$ cat config.mk
export PLATFORM = sky130hd
export DESIGN_NAME = lectura_de_parametros
export DESIGN_NICKNAME = d
export VERILOG_FILES = /design/src/rtl/lectura_de_parametros.sv
export SDC_FILE = /design/constraint.sdc
export NUM_CORES = 1
export LEC_CHECK = 0
export BUFFER_PORTS_ARGS = -buffer_cell sky130_fd_sc_hd__buf_2
export CORE_UTILIZATION = 48
export DETAILED_ROUTE_END_ITERATION = 7
export GPL_ROUTABILITY_DRIVEN = 0
export PLACE_DENSITY_LB_ADDON = 0.12
export SYNTH_ARGS = -nofsm -noshare
export SYNTH_HDL_FRONTEND = slang
export SYNTH_SLANG_ARGS = --single-unit
$ cat constraint.sdc
create_clock -name clk -period 3.2 [get_ports clk]
set_input_delay 0.64 -clock clk [delete_from_list [all_inputs] [get_ports clk]]
set_output_delay 0.64 -clock clk [all_outputs]
set_load 0.05 [all_outputs]
$ cat src/rtl/lectura_de_parametros.sv
// lectura_de_parametros: sweeps the nine RTC time/date/timer registers over the multiplexed bus and holds the BCD bytes read
module lectura_de_parametros #(
   parameter int T_FASE = 10
) (
   input  logic       clk,
   input  logic       rst,
   input  logic       EN,
   input  logic [7:0] Dato_in,
   output logic [7:0] Dir,
   output logic       Dir_oe,
   output logic       AD,
   output logic       CS,
   output logic       RD,
   output logic       WR,
   output logic [7:0] s,
   output logic [7:0] m,
   output logic [7:0] h,
   output logic [7:0] d,
   output logic [7:0] me,
   output logic [7:0] a,
   output logic [7:0] st,
   output logic [7:0] mt,
   output logic [7:0] ht,
   output logic       Listo_le
);
   typedef enum logic [2:0] {IDLE, A_WR, A_GAP, D_RD, D_GAP, DONE} estado_t;
   estado_t    r_est, w_sig;
   logic [7:0] r_cnt;
   logic [3:0] r_idx;
   logic [7:0] r_dat [9];
   logic       w_fin, w_ad, w_cs, w_rd, w_wr, w_oe;
   logic [7:0] w_dir;

   assign w_fin = r_cnt == 8'(T_FASE - 1);
   assign w_dir = (r_idx < 4'd6) ? 8'h21 + {4'd0, r_idx} : 8'h3b + {4'd0, r_idx};

   always_ff @(posedge clk or posedge rst)
      if (rst) begin
         r_est <= IDLE;
         r_cnt <= '0;
         r_idx <= '0;
      end else begin
         r_est <= w_sig;
         r_cnt <= (w_sig != r_est || r_est == IDLE) ? 8'd0 : r_cnt + 8'd1;
         r_idx <= (r_est == IDLE) ? 4'd0 :
                  (r_est == D_GAP && w_fin && w_sig == A_WR) ? r_idx + 4'd1 : r_idx;
      end

   always_comb begin
      w_sig = r_est;
      case (r_est)
         IDLE:    w_sig = EN ? A_WR : IDLE;
         A_WR:    w_sig = w_fin ? A_GAP : A_WR;
         A_GAP:   w_sig = w_fin ? D_RD : A_GAP;
         D_RD:    w_sig = w_fin ? D_GAP : D_RD;
         D_GAP:   w_sig = !w_fin ? D_GAP : (r_idx == 4'd8) ? DONE : EN ? A_WR : IDLE;
         default: w_sig = IDLE;
      endcase
   end

   // bus strobes follow the current state and are registered, so they trail it by one clock
   always_comb begin
      w_ad = r_est != A_WR;
      w_wr = r_est != A_WR;
      w_rd = r_est != D_RD;
      w_cs = !(r_est == A_WR || r_est == D_RD);
      w_oe = r_est == A_WR || r_est == A_GAP;
   end

   always_ff @(posedge clk or posedge rst)
      if (rst) begin
         AD       <= 1'b1;
         CS       <= 1'b1;
         RD       <= 1'b1;
         WR       <= 1'b1;
         Dir      <= 8'h00;
         Dir_oe   <= 1'b0;
         Listo_le <= 1'b0;
         r_dat    <= '{default: 8'h00};
      end else begin
         AD       <= w_ad;
         CS       <= w_cs;
         RD       <= w_rd;
         WR       <= w_wr;
         Dir      <= (r_est == A_WR) ? w_dir : Dir;
         Dir_oe   <= w_oe;
         Listo_le <= r_est == DONE;
         if (r_est == D_RD && w_fin) r_dat[r_idx] <= Dato_in;
      end

   assign s  = r_dat[0];
   assign m  = r_dat[1];
   assign h  = r_dat[2];
   assign d  = r_dat[3];
   assign me = r_dat[4];
   assign a  = r_dat[5];
   assign st = r_dat[6];
   assign mt = r_dat[7];
   assign ht = r_dat[8];
endmodule

==> out/results.txt <==
run status: finished, final reports clean
die height: 95.0 um
Die ar.: 0.00902 mm2
Final HPWL DP: 5710 um
Mean Syn Cell Area: 14.1 um2
num ports: 97
wire length per cell: 15.7 um
detailed-route vias per instance: 5.18
syn_nets: 312
hold buffers post-CTS: 0
diode count: 0
largest cells by area after synthesis: dfrtp_1, mux2_2, nand3_4
share of the synthesized area in the top cell type: 57.9%
Worst Hold Class: in2async
layout cell share with drive strength beyond 1: 52.1%
setup TNS: 0 ns
Pwr Density: 518 mW/mm2
area occupied by multi-input gates: 0.00158 mm2
fill count: 686
dpl cells: 486
asr flop ratio synth: 100%
Post CTS Setup Buffer Count: 0
critical path type: reg2reg
IO buf count: 95
clock root buffer: clkbuf_8
final period utilization: 77.4%
GRT Util Overall: 18.6%
Vias: 2600
worst-margin pin slew: 0.830 ns
TritonCTS Buffers: 9
CP arrival: 2.72 ns
Worst-path clk slew: 0.10 ns
Net count, final: 410
Worst-Skew Late Latency: 0.36 ns
worst vdd ir: 0.000259 V
Rows: 33
flop2flop setup slack: 0.72 ns
first-pass GRT wire length: 12300 um
Sequential Area: 0.00248 mm2
Mapped Cells: 294
max cap viols: 0
post-route insts no fill: 502
CTS Buffer Depth: 2
Routed WL: 7890 um
TritonCTS clock tree: yes
worst hold slack: 0.429 ns
H-Tree Level Count: 3
Final min period: 2.48 ns
Synth cell types: 42
PostCTS Resize Cnt: 0
area grow syn2layout: 19.1%
Worst slew margin: 44.6%
grt ovf: 0
Setup Skew: 0.0128 ns
Reg-to-Reg Start: r_cnt[4]
EDFF count, synth: 0
drt first pass iters: 4
Top FF cell, synth: dfrtp_1
fmax: 404 MHz
Critical Path Source: r_cnt[4]
RSZ-0062 raised after global routing: false
startpoint types: flop
initial antenna violation count: 0
post-synthesis sequential area ratio: 59.8%
P_leak: 2.27 nW
Iter 0 DRT Violations: 56
yosys warns: 0
final hold vios: 0
endpoint type of the worst setup path: flop
Setup-failing EPs final: 0
#FFs+latches synth: 99
Initial Util: 50.0%
number of global-route vias before repair: 2427
post-route ant nets: 0
worst-case reg-to-reg path depth: 4
Core ar.: 0.00830 mm2
area leader, netlist: dfrtp_1
DRC: 0
Crit Path Max Fanout: 8
clk sink count: 99
Die Width: 95.0 um
largest net degree at the start of global routing: 40
Max Slew Vio Count: 0
WP data required: 3.45 ns
mapped cell area: 0.00415 mm2
cell usage after synthesis (4+ instances only):
cell / n
dfrtp_1: 96
mux2_2: 73
nor2_1: 16
nand2_1: 10
clkbuf_1: 8
nand3_4: 8
o21ai_0: 8
ha_1: 7
inv_1: 7
xnor2_1: 5
xor2_1: 5
nand3_1: 4
worst paths after layout:
kind | to
setup / recovery | ht[0]
hold / removal | ht[2]
setup reg to reg | ht[0]
hold reg to reg | Dir[0]
max in group asynchronous | RD
min in group clk | Dir[0]
logic make-up after synthesis:
kind of cell | share of synthesized area [%]
flip-flops | 59.8
multiplexers | 20.3
AND/OR/NAND/NOR | 10.3
AO/OA/AOI/OAI | 3.20
buffers and inverters | 2.05
XOR/XNOR | 2.11
adder cells (fa/ha/maj) | 2.11
other | 0.0904
report_power, final:
group	internal, mW	total [mW]	switching (mW)
Sequential	1.32	1.37	0.0466
Clock	0.319	0.770	0.450
Combinational	0.111	0.421	0.310
cell usage in the layout, fill, tap and decap left out, types with 3 or more instances in the layout:
master	count
nand3b_1	3
buf_4	4
mux2_2	73
clkbuf_8	10
dfrtp_1	96
inv_1	6
nand2_1	10
o21ai_0	8
xnor2_1	5
xor2_1	5
or2_2	3
ha_1	7
buf_2	95
nand3_1	4
nand3_4	8
nor2_1	16
inv_6	3
nor3_1	3
a21oi_1	3
dfstp_2	3
metal layers:
layer,vias up,track usage (%),share of wire (%)
met3,9,5.39,5.7
met2,67,28.8,46
li1,1229,-,-
met1,1295,24.8,46
met5,-,0,0
met4,0,6.82,1.5
cell type report:
class	instances	area share, %
sequential	99	50.2
multi-input combinational	175	32.0
timing repair buffer	100	10.6
clock buffer	10	2.79
tap	105	2.66
clock inverter	6	1.09
inverter	7	0.608
per-stage QoR:
stage	area (um2)	worst slack [ns]	total power [mW]	utilization [%]
finish	4940	0.722	2.56	59.5
global route	4940	0.618	2.68	59.5
CTS	4940	0.704	2.59	59.5
detailed placement	4750	0.712	1.82	57.2
global placement	4750	0.772	1.81	57.2
floorplan	4150	0.909	1.71	-
critical path, stage by stage, from the launching register on:
cell,delay (ns)
dfrtp_1,0.42
or4_1,0.65
or2_2,0.38
nor3b_2,0.52
mux2_2,0.40
No activity file was read; power rests on OpenSTA's default activity.
